--- src/rtl/led_swipe_detect.sv ---
// Swipe classifier: tracks one LED position per accepted beat and emits a
// {code, frames, dy, dx} gesture word when displacement crosses DIST_THRESH.
module led_swipe_detect #(
  parameter int COORD_W         = 11,
  parameter int DIST_THRESH     = 200,
  parameter int MAX_FRAMES      = 30,
  parameter int LOST_FRAMES     = 3,
  parameter int COOLDOWN_FRAMES = 15
) (
  input  logic        ACLK,
  input  logic        ARESETN,
  input  logic [31:0] s_axis_tdata,
  input  logic        s_axis_tvalid,
  output logic        s_axis_tready,
  input  logic        s_axis_tlast,
  output logic [31:0] m_axis_tdata,
  output logic        m_axis_tvalid,
  input  logic        m_axis_tready,
  output logic        m_axis_tlast
);
  localparam int DW = COORD_W + 1;
  localparam logic [DW-1:0] LP_TH    = DW'(DIST_THRESH);
  localparam logic [7:0]    LP_MAX   = 8'(MAX_FRAMES);
  localparam logic [7:0]    LP_LOST  = 8'(LOST_FRAMES);
  localparam logic [15:0]   LP_COOL  = 16'(COOLDOWN_FRAMES);

  typedef enum logic [1:0] {IDLE, TRACK, EMIT, COOLDOWN} state_t;

  state_t               r_state, w_state_nx;
  logic [COORD_W-1:0]   r_start_x, r_start_y;
  logic [7:0]           r_frame_cnt, r_lost_cnt;
  logic [15:0]          r_cd_cnt;
  logic [31:0]          r_tdata;
  logic                 r_tready, r_tvalid;

  logic                 w_acc, w_found;
  logic [COORD_W-1:0]   w_x, w_y;
  logic [DW-1:0]        w_dx, w_dy, w_adx, w_ady;
  logic [2:0]           w_code;
  logic [7:0]           w_frame_nx;

  assign w_acc      = s_axis_tvalid & r_tready;
  assign w_found    = s_axis_tdata[31];
  assign w_x        = s_axis_tdata[COORD_W-1:0];
  assign w_y        = s_axis_tdata[16 +: COORD_W];
  assign w_dx       = {1'b0, w_x} - {1'b0, r_start_x};
  assign w_dy       = {1'b0, w_y} - {1'b0, r_start_y};
  assign w_adx      = w_dx[DW-1] ? -w_dx : w_dx;
  assign w_ady      = w_dy[DW-1] ? -w_dy : w_dy;
  assign w_frame_nx = r_frame_cnt + 8'd1;

  // Horizontal is tested first so equal magnitudes resolve as horizontal.
  always_comb begin
    w_code = 3'd0;
    if (w_adx >= LP_TH && w_adx >= w_ady) w_code = w_dx[DW-1] ? 3'd2 : 3'd1;
    else if (w_ady >= LP_TH)              w_code = w_dy[DW-1] ? 3'd4 : 3'd3;
  end

  always_comb begin
    w_state_nx = r_state;
    case (r_state)
      IDLE:     if (w_acc && w_found) w_state_nx = TRACK;
      TRACK:    if (w_acc) begin
                  if (w_found) begin
                    if (w_code != 3'd0) w_state_nx = EMIT;
                  end else if (r_lost_cnt + 8'd1 >= LP_LOST) begin
                    w_state_nx = IDLE;
                  end
                end
      EMIT:     if (m_axis_tready) w_state_nx = (COOLDOWN_FRAMES == 0) ? IDLE : COOLDOWN;
      COOLDOWN: if (w_acc && r_cd_cnt + 16'd1 >= LP_COOL) w_state_nx = IDLE;
      default:  w_state_nx = IDLE;
    endcase
  end

  always_ff @(posedge ACLK) begin
    if (!ARESETN) begin
      r_state     <= IDLE;
      r_start_x   <= '0;
      r_start_y   <= '0;
      r_frame_cnt <= '0;
      r_lost_cnt  <= '0;
      r_cd_cnt    <= '0;
      r_tdata     <= '0;
      r_tready    <= 1'b0;
      r_tvalid    <= 1'b0;
    end else begin
      r_state  <= w_state_nx;
      // Ready and valid are both derived from the next state, so ready never
      // depends combinationally on m_axis_tready.
      r_tready <= (w_state_nx != EMIT);
      r_tvalid <= (w_state_nx == EMIT);
      case (r_state)
        IDLE: if (w_acc && w_found) begin
          r_start_x   <= w_x;
          r_start_y   <= w_y;
          r_frame_cnt <= '0;
          r_lost_cnt  <= '0;
        end
        TRACK: if (w_acc) begin
          if (w_found) begin
            r_lost_cnt <= '0;
            if (w_code != 3'd0) begin
              r_frame_cnt <= w_frame_nx;
              r_tdata     <= {w_code, w_frame_nx[4:0], 12'(w_dy), 12'(w_dx)};
            end else if (w_frame_nx >= LP_MAX) begin
              r_start_x   <= w_x;
              r_start_y   <= w_y;
              r_frame_cnt <= '0;
            end else begin
              r_frame_cnt <= w_frame_nx;
            end
          end else begin
            r_lost_cnt  <= r_lost_cnt + 8'd1;
            r_frame_cnt <= w_frame_nx;
          end
        end
        EMIT:     if (m_axis_tready) r_cd_cnt <= '0;
        COOLDOWN: if (w_acc) r_cd_cnt <= r_cd_cnt + 16'd1;
        default: ;
      endcase
    end
  end

  assign s_axis_tready = r_tready;
  assign m_axis_tvalid = r_tvalid;
  assign m_axis_tlast  = r_tvalid;
  assign m_axis_tdata  = r_tdata;

  logic w_unused;
  assign w_unused = s_axis_tlast;
endmodule

--- config.mk ---
export PLATFORM = sky130hd
export DESIGN_NAME = led_swipe_detect
export DESIGN_NICKNAME = d
export VERILOG_FILES = /design/src/rtl/led_swipe_detect.sv
export SDC_FILE = /design/constraint.sdc
export NUM_CORES = 1
export LEC_CHECK = 0
export BUFFER_PORTS_ARGS = -buffer_cell sky130_fd_sc_hd__buf_4
export CAP_MARGIN = 10
export CELL_PAD_IN_SITES_DETAIL_PLACEMENT = 2
export CELL_PAD_IN_SITES_GLOBAL_PLACEMENT = 2
export CORE_AREA = 2 2 154 141
export DETAILED_ROUTE_END_ITERATION = 7
export DIE_AREA = 0 0 156 143
export PLACE_DENSITY_LB_ADDON = 0.1
export SLEW_MARGIN = 20
export SYNTH_ARGS = -nofsm -noshare
export SYNTH_HDL_FRONTEND = slang
export SYNTH_SLANG_ARGS = --single-unit
export TNS_END_PERCENT = 100
--- constraint.sdc ---
create_clock -name ACLK -period 4.4 [get_ports ACLK]
set_clock_uncertainty 0.15 [all_clocks]
set_input_delay 0.44 -clock ACLK [delete_from_list [all_inputs] [get_ports ACLK]]
set_output_delay 0.44 -clock ACLK [all_outputs]
set_load 0.005 [all_outputs]
# After elaboration in Yosys (flattened, before gate mapping)
# Index checks and enable logic that the tools add are counted.
# totals
ff_bits	90
input_bits	37
output_inout_bits	35
wordCells	84
# op_classes
n_addsub	7
n_lt_le_gt_ge	6
n_eq_ne	12
n_mux	38
bitwise_logic	1
n_reduce_logical	11
# ops
op	count
$mux 11	10
$mux 8	7
$pmux 11 s2	2
$mux 16	2
$pmux 16 s2	1
$pmux 8 s2	2
$ge 12x8->1 const B	2
$mux 12	2
$neg 12->12	2
$sub 11x11->12	2
$add 16x1->16 const B	1
$add 8x1->8 const B	2
$ge 16x4->1 const B	1
$mux 2	8
$ne 2x2->1 const B	8
$ge 12x12->1	1
$mux 3	3
$ge 8x2->1 const B	1
$ge 8x5->1 const B	1
$pmux 2 s4	1
$eq 2x2->1 const B	3
$reduce_and 3->1	2
$reduce_and 6->1	1
$reduce_and 4->1	1
other kinds (6)	9

# Depth between registers and ports, before layout
# Gate-level depths: netlist of run 1.
# depth
depth_word	12
mapped_depth	24
ltp_nobuf	22

# Worst setup path before layout of run 1
# No wires, ideal clock.
# synth_timing
path_kind	input-to-reg
start	in s_axis_tdata[0]
end	reg r_tdata[2], in the netlist m_axis_tdata[2]
setup_ps	115
arrival_time_ps	4496
path_slack_ps	-361
cell_stages	23
path_cell_list	inv_1 > ha_1 > inv_1 > fa_1 > a211oi_2 > or4b_1 > o2111ai_1 > a21o_1 > or3_1 > o21ai_0 > xnor2_1 > ha_1 > o21ai_0 > nor2_1 > a211oi_1 > a211oi_1 > a31o_1 > o221a_4 > o21ai_2 > buf_6 > buf_4 > nor2_1 > o21a_1
# synth_between
elab_chain_len	8
elab_cells_between_ends	10
classes_between	2 x add/sub; 2 x order compare; 3 x mux; 3 x reduce/logical
# synth_rtl
element	line	rtl
start, declared	12	input logic [31:0] s_axis_tdata,
$sub 11x11->12 *	46	assign w_dx = {1'b0, w_x} - {1'b0, r_start_x};
$neg 12->12	48	assign w_adx = w_dx[DW-1] ? -w_dx : w_dx;
$mux 12	48	
$ge 12x8->1 or $ge 12x12->1 (tied branches)	55	if (w_adx >= LP_TH && w_adx >= w_ady) w_code = w_dx[DW-1] ? 3'd2 : 3'd1;
$logic_and 1x1->1	55	
$mux 3	55	
$reduce_bool 3->1	103	if (w_code != 3'd0) begin
$reduce_and 4->1 (no source line)	-	
end signal, assigned	105	r_tdata <= {w_code, w_frame_nx[4:0], 12'(w_dy), 12'(w_dx)};
end, declared	33	logic [31:0] r_tdata;
# Every way passes the cells marked *; elsewhere a longest branch is shown, timed or not.
# A chain may end at the register's enable or synchronous reset.

# Worst setup path after layout of run 1
# layout_timing
start	reg r_start_y[1]
end	reg r_tdata[7], in the netlist m_axis_tdata[7]
# layout_between
elab_chain_len	8
elab_cells_between_ends	11
classes_between	2 x add/sub; 2 x order compare; 4 x mux; 3 x reduce/logical
# layout_rtl
element	line	rtl
start, declared	30	logic [COORD_W-1:0] r_start_x, r_start_y;
start signal, assigned	96	r_start_y <= w_y;
start signal, assigned	108	r_start_y <= w_y;
$sub 11x11->12 *	47	assign w_dy = {1'b0, w_y} - {1'b0, r_start_y};
$neg 12->12	49	assign w_ady = w_dy[DW-1] ? -w_dy : w_dy;
$mux 12	49	
$ge 12x8->1 or $ge 12x12->1 (tied branches)	56, 55	
$mux 3 or $logic_and 1x1->1 (tied branches)	56, 55	
$mux 3 *	55	
$reduce_bool 3->1 *	103	
$reduce_and 4->1 (no source line) *	-	
# Marks and branches as above.

==> results of run 1 <==
## cell families after synthesis
family / count (synthesis) / share of synthesized area, %
muxes: 52 / 7.970
AOI/OAI and AO/OA: 188 / 20.26
buffers and inverters: 74 / 5.007
DFF: 90 / 27.52
and+or+nand+nor: 340 / 25.80
xor gates and xnor gates: 35 / 4.798
adders and majority gates: 44 / 8.639
## per-layer routing
layer / share of wire [%] / vias to the layer above
met5: 0 / -
met4: 2.2 / 0
met3: 1.8 / 35
met2: 53 / 69
met1: 43 / 3308
li1: - / 3244
## cell type report
type                       count  area [sq um]  share of cell area (%)
multi-input combinational    659          4815                   53.49
sequential                    90          1804                   20.04
timing repair buffer         194          1565                   17.39
tap                          260         325.3                   3.614
clock buffer                  11         232.7                   2.585
inverter                      43         171.4                   1.904
clock inverter                 5         87.58                  0.9730
## per-stage QoR
step	power, uW	setup slack [ns]	area (sq um)	TNS [ns]
floorplan	1320	-0.1369	6684	-3.375
global placement	1603	-0.4404	8153	-25.66
detailed placement	1654	-0.7039	8153	-41.13
CTS	2605	-0.2265	8796	-10.85
global route	2799	-0.5606	9001	-32.39
finish	2655	-0.3763	9001	-20.49
## sequential cells by signal, summed over array words and instances (netlist names)
| signal | cells |
|---|---|
| m_axis_tdata | 32 |
| m_axis_tlast | 1 |
| r_cd_cnt | 16 |
| r_frame_cnt | 8 |
| r_lost_cnt | 8 |
| r_start_x | 11 |
| r_start_y | 11 |
| r_state | 2 |
| s_axis_tready | 1 |
## cell usage in the layout, fill, tap and decap left out, drive strengths merged, types with 3 or more instances in the layout
| cell type | count |
|---|---|
| buf | 193 |
| nand2 | 103 |
| dfxtp | 90 |
| nor2 | 68 |
| mux2i | 51 |
| nor2b | 49 |
| inv | 44 |
| o21ai | 44 |
| ha | 42 |
| a21oi | 30 |
| xnor2 | 26 |
| nand3 | 22 |
| and2 | 18 |
| nor3 | 15 |
| and3 | 13 |
| o21a | 13 |
| a21o | 13 |
| o211ai | 12 |
| clkbuf | 12 |
| a21boi | 11 |
| nand2b | 10 |
| xor2 | 9 |
| or3 | 9 |
| nor3b | 9 |
| a31oi | 8 |
| or2 | 8 |
| a211oi | 7 |
| nor4 | 6 |
| o31ai | 6 |
| o211a | 5 |
| o2111ai | 4 |
| a2111oi | 4 |
| a211o | 3 |
| o41ai | 3 |
| o22ai | 3 |
## how the worst max path moves through the flow
stage | from | end | slack [ns] | cells past startpoint
detailed placement | s_axis_tdata[16] | m_axis_tdata[6]$_SDFFE_PN0P_ | -0.70 | 23
global route | r_start_y[1]$_SDFFE_PN0P_ | r_start_x[6]$_SDFFE_PN0P_ | -0.56 | 21
floorplan | s_axis_tdata[16] | m_axis_tdata[8]$_SDFFE_PN0P_ | -0.14 | 22
CTS | r_start_x[0]$_SDFFE_PN0P_ | m_axis_tdata[3]$_SDFFE_PN0P_ | -0.23 | 23
finish | r_start_y[1]$_SDFFE_PN0P_ | m_axis_tdata[7]$_SDFFE_PN0P_ | -0.38 | 22
global placement | s_axis_tdata[0] | m_axis_tdata[7]$_SDFFE_PN0P_ | -0.44 | 23
## report_power, final
| part | internal, uW | switching (uW) |
|---|---|---|
| clock network | 504 | 371 |
| registers | 826 | 9.73 |
| logic | 440 | 503 |
| total | 1770 | 884 |
## timing repair
item	4_1_cts	5_1_grt
hold buffers	0	0
resized for setup	34	33
gates cloned	1	1
buffers inserted	19	4
setup endpoints to repair	66	66
pin swaps	22	9
## worst max-delay path, cell delays in order (launching register included)
cell and delay (ns):
sky130_fd_sc_hd__dfxtp_1 0.34, sky130_fd_sc_hd__inv_1 0.05, sky130_fd_sc_hd__ha_1 0.28, sky130_fd_sc_hd__nor2b_2 0.17, sky130_fd_sc_hd__o21a_1 0.21, sky130_fd_sc_hd__or3_4 0.38
sky130_fd_sc_hd__buf_4 0.15, sky130_fd_sc_hd__a211oi_4 0.28, sky130_fd_sc_hd__nor2_2 0.12, sky130_fd_sc_hd__xnor2_2 0.16, sky130_fd_sc_hd__ha_1 0.33, sky130_fd_sc_hd__buf_4 0.14
sky130_fd_sc_hd__o211ai_1 0.24, sky130_fd_sc_hd__nor2_1 0.10, sky130_fd_sc_hd__a211oi_2 0.26, sky130_fd_sc_hd__a211oi_2 0.09, sky130_fd_sc_hd__a31o_1 0.22, sky130_fd_sc_hd__o221a_4 0.25
sky130_fd_sc_hd__o21ai_4 0.16, sky130_fd_sc_hd__buf_6 0.14, sky130_fd_sc_hd__buf_12 0.12, sky130_fd_sc_hd__mux2i_1 0.21, sky130_fd_sc_hd__nor2b_1 0.08
==> summary.log, run 1 <==
INFO  die            fp-row-count=50
INFO  routing        drt-vias-per-instance=5.274
INFO  timing         final_min_period_over_clock_period=108.6%
INFO  routing        average_wire_per_cell_in_the_routed_design=18.75microns
INFO  final_layout   nFillCells=2274
INFO  pwr            power.density_cell_area=294.9mW/mm^2
INFO  yosys          netlist_top_cells_count=sky130_fd_sc_hd__nand2_1 (103), sky130_fd_sc_hd__dfxtp_1 (90), sky130_fd_sc_hd__nor2_1 (68), sky130_fd_sc_hd__mux2i_1 (51), sky130_fd_sc_hd__nor2b_1 (49)
INFO  hold_path      whs_endpoint=r_start_y[4]$_SDFFE_PN0P_
INFO  worst_setup_path timing.critical_path.fanout_max=8
INFO  grt            met1_usage=24.86%
INFO  yosys          yosys_most_used_dff=sky130_fd_sc_hd__dfxtp_1
INFO  yosys          largest_cells_by_area_after_synthesis=sky130_fd_sc_hd__dfxtp_1 (28%), sky130_fd_sc_hd__ha_1 (8.0%), sky130_fd_sc_hd__mux2i_1 (7.8%)
INFO  yosys          fraction_of_post_synthesis_cell_area_in_the_top_cell_type_by_area=27.52%
INFO  routing        routed-via-count=6656
INFO  worst_setup_path cp_data_arrival_time=4.87ns
INFO  pwr            power.static_leakage=0.003970uW
INFO  worst_setup_path rr_endpoint=m_axis_tdata[7]$_SDFFE_PN0P_
INFO  placed_design  gpl.final_weighted_congestion=0.8231
INFO  timing         slew_headroom=32.28%
INFO  final_layout   nNetsFinal=1078
INFO  worst_setup_path cp_data_required_time=4.49ns
INFO  clocking       ctsHtreeMaxLevel=3
INFO  timing         hold_violations=0
INFO  timing         worstMarginPinSlew=1.013ns
INFO  placed_design  placement.io_buffers=61
INFO  placed_design  place_inst=1221
INFO  timing         final_period_minus_worst_setup_slack=4.776ns
INFO  yosys          syn_nets=904
INFO  timing         rsz_0062_raised_after_global_routing=true
INFO  worst_setup_path setup_cp_type=reg2reg
INFO  pwr            vdd_ir_drop_max=178.1uV
INFO  final_layout   area_growth_syn_to_layout=37.50%
INFO  yosys          synth.distinct_cells=74
INFO  die            core_area=0.02058sqmm
INFO  die            die_w=156microns
INFO  yosys          synthDominantAreaCellType=sky130_fd_sc_hd__dfxtp_1
INFO  yosys          syn-cell-area=0.006546sqmm
INFO  timing         setup_violating_endpoint_count_in_the_final_report=66
INFO  final_layout   final_cell_count_no_fill=1262
INFO  grt            grt_max_degree=107
INFO  status         failing_checks=setup timing
INFO  grt            first_global_vias=7384
INFO  hold_path      hold_path.class=in2reg
INFO  routing        drt_pre_antenna_iters=4
INFO  routing        detailedRoute.firstIterationViolations=162
INFO  status         status=finished with violations
INFO  final_layout   antenna_cells=0
INFO  final_layout   drive_gt1_share=29.04%
INFO  placed_design  hpwlAfterDp=16710microns
INFO  worst_setup_path rr_worst_depth=22
INFO  routing        ant_nets=0
INFO  timing         setup_ws_post_layout=-0.3763ns
INFO  routing        routed_wirelength=23660microns
INFO  worst_setup_path r2r_start=r_start_y[1]$_SDFFE_PN0P_
INFO  timing         worst_hold_slack=0.1895ns
INFO  timing         slew_violations=0
INFO  die            initial_utilization=31.81%
INFO  yosys          synth_warn=0
INFO  yosys          synthesis.instances=823
INFO  die            fp.dieH=143microns
INFO  die            floorplan.io_pins=72
INFO  yosys          synth.yosys.seq_area_share=27.52%
INFO  die            dieArea=0.02231sqmm
INFO  clocking       clk_pin_slew=0.07ns
INFO  clocking       ctsLongestPathBuffers=2
INFO  grt            top_usage_layer=met2
INFO  grt            overflow=0
INFO  clocking       cts_made_buffers=9
INFO  hold_path      startpoint_of_the_most_critical_hold_path=s_axis_tdata[20]
INFO  clocking       clock_insertion_delay_worst_skew=0.36ns
INFO  clocking       cts_tree=done
INFO  worst_setup_path rrSetupSlack=-0.38ns
INFO  final_layout   postLayoutCoreUtil=43.73%
INFO  yosys          synth-edff-count=0
INFO  grt            grtUsageTotal=21.40%
INFO  timing         fmax=209.4MHz
INFO  clocking       clkSinkCount=90
INFO  flow_run       max-cap-violations=0
INFO  clocking       clock-root-buffer=sky130_fd_sc_hd__clkbuf_16
INFO  grt            first_pass_grt_wire_length=38040microns
INFO  grt            antenna_found_initial=0
INFO  hold_path      holdPathStages=3
INFO  yosys          most_common_cell_in_the_synthesized_netlist=sky130_fd_sc_hd__nand2_1
INFO  worst_setup_path crit_path_start_kind=flop
INFO  worst_setup_path setup.worst_path.end_class=flop
INFO  grt            grt_util_met2=39.82%
INFO  routing        drcViolationCount=0
INFO  yosys          avgSynthCellArea=7.954squm
INFO  yosys          yosys_register_bits=90
INFO  grt            globalRouteMet3Util=3.005%
INFO  yosys          async_flop_share=0%
No activity file was read; power rests on OpenSTA's default activity.
==> run 2: changes to the inputs <==
--- a/config.mk
+++ b/config.mk
@@ -13,6 +13,7 @@
 export DETAILED_ROUTE_END_ITERATION = 7
 export DIE_AREA = 0 0 156 143
 export PLACE_DENSITY_LB_ADDON = 0.1
+export SKIP_CTS_REPAIR_TIMING = 1
 export SLEW_MARGIN = 20
 export SYNTH_ARGS = -nofsm -noshare
 export SYNTH_HDL_FRONTEND = slang
==> run 2 against run 1 <==
  * The run still ends with setup timing left
  * Combinational power fell by 3.4%
  * First-iteration DRC count rose by 12%
  * Global-route usage fell by 1.5 points
  * Via count fell by 0.75%
  * Wire length rose by 0.93%
  * Maximum frequency rose by 0.43%
  * Design area fell by 0.46%
  * Sequential power barely moved
  * Core utilization fell by 0.20 points
  * Critical path type unchanged
  * Critical endpoint is now r_start_x[0]$_SDFFE_PN0P_
  * Largest cell class unchanged
  * Largest power group unchanged
==> summary.log, run 2 (synthesis gave the netlist of run 1 again) <==
INFO  status         status=finished with violations
INFO  status         failing_checks=setup timing
INFO  hold_path      whs_endpoint=r_start_y[4]$_SDFFE_PN0P_
INFO  hold_path      hold_path.class=in2reg
INFO  timing         final_min_period_over_clock_period=108.1%
INFO  grt            first_pass_grt_wire_length=35650microns
INFO  worst_setup_path cp_data_required_time=4.49ns
INFO  flow_run       max-cap-violations=0
INFO  die            die_w=156microns
INFO  worst_setup_path cp_data_arrival_time=4.85ns
INFO  grt            overflow=0
INFO  final_layout   design_area=0.008960sqmm
INFO  placed_design  place_inst=1221
INFO  grt            grtUsageTotal=19.88%
INFO  worst_setup_path rr_worst_depth=21
INFO  grt            antenna_found_initial=0
INFO  clocking       ctsHtreeMaxLevel=3
INFO  worst_setup_path setup_cp_type=reg2reg
INFO  worst_setup_path critPathLaunch=r_start_x[0]$_SDFFE_PN0P_
INFO  placed_design  hpwlAfterDp=16710microns
INFO  final_layout   antenna_cells=0
INFO  grt            first_global_vias=7076
INFO  hold_path      startpoint_of_the_most_critical_hold_path=s_axis_tdata[20]
INFO  die            initial_utilization=31.81%
INFO  pwr            power.static_leakage=0.003949uW
INFO  die            floorplan.io_pins=72
INFO  final_layout   drive_gt1_share=28.14%
INFO  pwr            vdd_ir_drop_max=167.1uV
INFO  clocking       cts_made_buffers=9
INFO  placed_design  gpl.final_weighted_congestion=0.8231
INFO  timing         setup_ws_post_layout=-0.3556ns
INFO  worst_setup_path setup.worst_path.end_class=flop
INFO  die            core_area=0.02058sqmm
INFO  timing         slew_headroom=32.00%
INFO  die            dieArea=0.02231sqmm
INFO  routing        routed-via-count=6606
INFO  final_layout   seqCellArea=0.001803sqmm
INFO  final_layout   nFillCells=2264
INFO  hold_path      holdPathStages=3
INFO  clocking       clkSinkCount=90
INFO  timing         setup_violating_endpoint_count_in_the_final_report=66
INFO  timing         rsz_0062_raised_after_global_routing=true
INFO  final_layout   nNetsFinal=1071
INFO  final_layout   final_cell_count_no_fill=1255
INFO  clocking       clock_insertion_delay_worst_skew=0.36ns
INFO  clocking       cts_tree=done
INFO  routing        routed_wirelength=23880microns
INFO  worst_setup_path timing.critical_path.fanout_max=11
INFO  die            fp.dieH=143microns
INFO  die            fp-row-count=50
INFO  clocking       ctsLongestPathBuffers=2
INFO  pwr            power.density_cell_area=292.7mW/mm^2
INFO  routing        ant_nets=0
INFO  worst_setup_path rr_endpoint=r_start_x[0]$_SDFFE_PN0P_
INFO  clocking       clock-root-buffer=sky130_fd_sc_hd__clkbuf_16
INFO  routing        drt_pre_antenna_iters=6
INFO  routing        drcViolationCount=0
INFO  routing        detailedRoute.firstIterationViolations=182
INFO  final_layout   layout_commonest_cell=sky130_fd_sc_hd__buf_4
INFO  worst_setup_path r2r_start=r_start_x[0]$_SDFFE_PN0P_
INFO  grt            grt_max_degree=107
INFO  clocking       clk_pin_slew=0.07ns
INFO  routing        average_wire_per_cell_in_the_routed_design=19.03microns
INFO  timing         hold_violations=0
INFO  timing         worstMarginPinSlew=1.017ns
INFO  timing         final_period_minus_worst_setup_slack=4.756ns
INFO  final_layout   area_growth_syn_to_layout=36.87%
INFO  worst_setup_path rrSetupSlack=-0.36ns
INFO  timing         slew_violations=0
INFO  final_layout   most-common-layout-cells=sky130_fd_sc_hd__buf_4 (174), sky130_fd_sc_hd__nand2_1 (103), sky130_fd_sc_hd__dfxtp_1 (89)
INFO  final_layout   area_taken_by_multi_input_logic_gates=0.004793sqmm
INFO  placed_design  placedInstanceArea=0.008153sqmm
INFO  worst_setup_path crit_path_start_kind=flop
INFO  final_layout   largest_register_ff_count=32
INFO  routing        drt-vias-per-instance=5.264
INFO  timing         fmax=210.3MHz
INFO  placed_design  placement.io_buffers=61
==> run 2: layer usage <==
metal | track usage, % | part of all wire, % | vias to the layer above
met5 | 0 | 0 | -
met4 | 6.181 | 2.2 | 0
met3 | 2.762 | 1.9 | 30
met2 | 36.96 | 53 | 66
met1 | 23.61 | 43 | 3283
li1 | - | - | 3227
==> run 2: cell type report <==
cell class	count	area share (%)
multi-input combinational	659	53.50
sequential	90	20.12
timing repair buffer	187	17.26
tap	260	3.631
clock buffer	11	2.597
inverter	43	1.913
clock inverter	5	0.9775
==> run 2: through the flow <==
stage | util [%] | hold WS (ns) | power (uW) | setup TNS, ns | setup WS [ns]
final | 43.53 | 0.1882 | 2623 | -17.81 | -0.3556
after global routing | 43.53 | 0.1941 | 2764 | -34.79 | -0.6275
after CTS | 41.17 | 0.1799 | 2556 | -27.31 | -0.4962
after detailed placement | 39.61 | 0.3047 | 1654 | -41.13 | -0.7039
after global placement | 39.61 | 0.2947 | 1603 | -25.66 | -0.4404
after floorplan | - | 0.2880 | 1320 | -3.375 | -0.1369
==> run 2: critical path: stages, from the launching register on <==
cell and delay (ns):
sky130_fd_sc_hd__dfxtp_2 0.35, sky130_fd_sc_hd__ha_4 0.13, sky130_fd_sc_hd__inv_2 0.03, sky130_fd_sc_hd__fa_2 0.38, sky130_fd_sc_hd__a211oi_4 0.30, sky130_fd_sc_hd__nor2_2 0.09, sky130_fd_sc_hd__xnor2_2 0.22, sky130_fd_sc_hd__o211ai_1 0.22
sky130_fd_sc_hd__or3_4 0.44, sky130_fd_sc_hd__o21ai_4 0.14, sky130_fd_sc_hd__xnor2_2 0.09, sky130_fd_sc_hd__ha_1 0.32, sky130_fd_sc_hd__o21ai_2 0.08, sky130_fd_sc_hd__nor2_1 0.08, sky130_fd_sc_hd__a211oi_2 0.26, sky130_fd_sc_hd__a211oi_2 0.09
sky130_fd_sc_hd__a31o_1 0.22, sky130_fd_sc_hd__o221a_4 0.27, sky130_fd_sc_hd__o21ai_2 0.19, sky130_fd_sc_hd__nand3_4 0.19, sky130_fd_sc_hd__clkbuf_16 0.25, sky130_fd_sc_hd__mux2i_1 0.13
==> run 2: worst max path at each step <==
| stage | endpoint | slack, ns | cells past startpoint |
|---|---|---|---|
| final | r_start_x[0]$_SDFFE_PN0P_ | -0.36 | 21 |
| after global routing | r_start_x[6]$_SDFFE_PN0P_ | -0.63 | 23 |
| after CTS | m_axis_tdata[6]$_SDFFE_PN0P_ | -0.50 | 21 |
| after detailed placement | m_axis_tdata[6]$_SDFFE_PN0P_ | -0.70 | 23 |
| after global placement | m_axis_tdata[7]$_SDFFE_PN0P_ | -0.44 | 23 |
| after floorplan | m_axis_tdata[8]$_SDFFE_PN0P_ | -0.14 | 22 |
==> run 2: report_power, final <==
group	total (uW)	internal, uW	switching [uW]
Combinational	911	426	484
Sequential	836	826	10.1
Clock	876	504	372
Total	2620	1760	866
==> run 3: changes to the inputs <==
--- a/config.mk
+++ b/config.mk
@@ -13,6 +13,7 @@
 export DETAILED_ROUTE_END_ITERATION = 7
 export DIE_AREA = 0 0 156 143
 export PLACE_DENSITY_LB_ADDON = 0.1
+export RECOVER_POWER = 25
 export SKIP_CTS_REPAIR_TIMING = 1
 export SLEW_MARGIN = 20
 export SYNTH_ARGS = -nofsm -noshare
==> run 3 against run 2 <==
  * The flow still finishes with violations (setup timing)
  * Global-route usage unchanged
  * Core utilization hardly changed
  * Flip-flop and latch count is the same
  * Die area unchanged
  * Critical endpoint unchanged
  * Clock power hardly changed
  * Non-clock buffer count unchanged
  * Combinational power barely moved
  * Register-to-register slack hardly changed
  * Hold slack hardly changed
==> summary.log, run 3 (synthesis gave the netlist of run 1 again) <==
INFO  grt            antenna_found_initial=0
INFO  pwr            power.static_leakage=0.003933uW
INFO  pwr            sequentialPowerShare=31.9%
INFO  flow_run       max-cap-violations=0
INFO  timing         tns=-17.80ns
INFO  clocking       ctsLongestPathBuffers=2
INFO  grt            overflow=0
INFO  routing        detailedRoute.firstIterationViolations=165
INFO  timing         setup_ws_post_layout=-0.3563ns
INFO  die            fp.dieH=143microns
INFO  final_layout   largest_register_ff_count=32
INFO  pwr            clock_power_share=33.4%
INFO  placed_design  place_inst=1221
INFO  clocking       cts_made_buffers=9
INFO  timing         final_period_minus_worst_setup_slack=4.756ns
INFO  hold_path      hold_path.class=in2reg
INFO  worst_setup_path setup_cp_type=reg2reg
INFO  final_layout   postLayoutCoreUtil=43.50%
INFO  clocking       clkSinkCount=90
INFO  timing         final_min_period_over_clock_period=108.1%
INFO  die            dieArea=0.02231sqmm
INFO  placed_design  placement.io_buffers=61
INFO  final_layout   most-common-layout-cells=sky130_fd_sc_hd__buf_4 (160), sky130_fd_sc_hd__nand2_1 (103), sky130_fd_sc_hd__dfxtp_1 (89)
INFO  clocking       clock_insertion_delay_worst_skew=0.36ns
INFO  timing         setup_violating_endpoint_count_in_the_final_report=66
INFO  routing        drt_pre_antenna_iters=6
INFO  final_layout   final_cell_count_no_fill=1255
INFO  timing         worst_hold_slack=0.1882ns
INFO  status         status=finished with violations
INFO  die            initial_utilization=31.81%
INFO  die            core_area=0.02058sqmm
INFO  worst_setup_path cp_data_arrival_time=4.85ns
INFO  final_layout   nNetsFinal=1071
INFO  placed_design  hpwlAfterDp=16710microns
INFO  grt            first_pass_grt_wire_length=35650microns
INFO  clocking       clock-root-buffer=sky130_fd_sc_hd__clkbuf_16
INFO  final_layout   area_growth_syn_to_layout=36.75%
INFO  die            die_w=156microns
INFO  pwr            p_int=1757uW
INFO  pwr            vdd_ir_drop_max=167.2uV
INFO  clocking       ctsHtreeMaxLevel=3
INFO  timing         hold_violations=0
INFO  status         failing_checks=setup timing
INFO  die            fp-row-count=50
INFO  routing        average_wire_per_cell_in_the_routed_design=19.02microns
INFO  final_layout   drive_gt1_share=27.94%
INFO  die            floorplan.io_pins=72
INFO  grt            grtUsageTotal=19.88%
INFO  clocking       cts_tree=done
INFO  placed_design  gpl.final_weighted_congestion=0.8231
INFO  final_layout   layout_commonest_cell=sky130_fd_sc_hd__buf_4
INFO  timing         rsz_0062_raised_after_global_routing=true
INFO  pwr            share_comb_of_total_power=34.7%
INFO  final_layout   antenna_cells=0
INFO  routing        routed_wirelength=23880microns
INFO  pwr            power.density_cell_area=293.1mW/mm^2
INFO  worst_setup_path timing.critical_path.fanout_max=11
INFO  routing        drcViolationCount=0
INFO  worst_setup_path cp_data_required_time=4.49ns
INFO  worst_setup_path crit_path_start_kind=flop
INFO  pwr            switching_power=867.0uW
INFO  clocking       clk_pin_slew=0.07ns
INFO  routing        ant_nets=0
INFO  timing         fmax=210.2MHz
INFO  grt            first_global_vias=7076
INFO  timing         slew_violations=0
INFO  routing        routed-via-count=6600
INFO  worst_setup_path setup.worst_path.end_class=flop
INFO  pwr            p_sw_share=33.05%
INFO  routing        drt-vias-per-instance=5.259
INFO  grt            grt_max_degree=107
INFO  timing         slew_headroom=32.05%
INFO  worst_setup_path rrSetupSlack=-0.36ns
INFO  timing         worstMarginPinSlew=1.016ns
[run 3: cell type report]
class                   instances  area [sq um]
clock buffers                  11         232.7
clock inverters                 5         87.58
fillers                      2268         11630
inverters                      43         171.4
multi-input cells             659          4793
flip-flops and latches         90          1803
well taps                     260         325.3
repair buffers                187          1539
[run 3: final timing paths]
path | startpoint | end | cells after the start
max | r_start_x[0]$_SDFFE_PN0P_ | r_start_x[0]$_SDFFE_PN0P_ | 21
min | s_axis_tdata[20] | r_start_y[4]$_SDFFE_PN0P_ | 3
max reg2reg | r_start_x[0]$_SDFFE_PN0P_ | r_start_x[0]$_SDFFE_PN0P_ | 21
min reg2reg | r_start_y[4]$_SDFFE_PN0P_ | r_start_y[4]$_SDFFE_PN0P_ | 2
[run 3: per-layer routing]
metal	wire, microns	share of wire, %	track usage [%]	vias up
met5	0	0	0	-
met4	532	2.2	6.181	0
met3	451	1.9	2.762	31
met2	12600	53	36.96	64
met1	10290	43	23.61	3280
li1	-	-	-	3225
[run 3: per-stage QoR]
stage	area [sq um]	total power, uW	worst slack (ns)
after floorplan	6684	1320	-0.1369
after global placement	8153	1603	-0.4404
after detailed placement	8153	1654	-0.7039
after CTS	8473	2556	-0.4962
after global routing	8952	2763	-0.6275
final	8952	2624	-0.3563
[run 3: critical path, stage by stage (launching register included)]
cell and delay [ns]:
sky130_fd_sc_hd__dfxtp_2 0.35, sky130_fd_sc_hd__ha_4 0.13, sky130_fd_sc_hd__inv_2 0.03, sky130_fd_sc_hd__fa_2 0.38
sky130_fd_sc_hd__a211oi_4 0.30, sky130_fd_sc_hd__nor2_2 0.09, sky130_fd_sc_hd__xnor2_2 0.22, sky130_fd_sc_hd__o211ai_1 0.22
sky130_fd_sc_hd__or3_4 0.44, sky130_fd_sc_hd__o21ai_4 0.14, sky130_fd_sc_hd__xnor2_2 0.09, sky130_fd_sc_hd__ha_1 0.32
sky130_fd_sc_hd__o21ai_2 0.08, sky130_fd_sc_hd__nor2_1 0.08, sky130_fd_sc_hd__a211oi_2 0.26, sky130_fd_sc_hd__a211oi_2 0.09
sky130_fd_sc_hd__a31o_1 0.22, sky130_fd_sc_hd__o221a_4 0.27, sky130_fd_sc_hd__o21ai_2 0.19, sky130_fd_sc_hd__nand3_4 0.19
sky130_fd_sc_hd__clkbuf_16 0.25, sky130_fd_sc_hd__mux2i_1 0.13
[run 3: power by group through the flow]
stage | clock network (uW) | logic [uW] | registers [uW]
global placement | 0 | 749 | 854
floorplan | 0 | 469 | 851
CTS | 910 | 810 | 836
detailed placement | 0 | 799 | 855
finish | 877 | 911 | 836
global route | 930 | 996 | 838
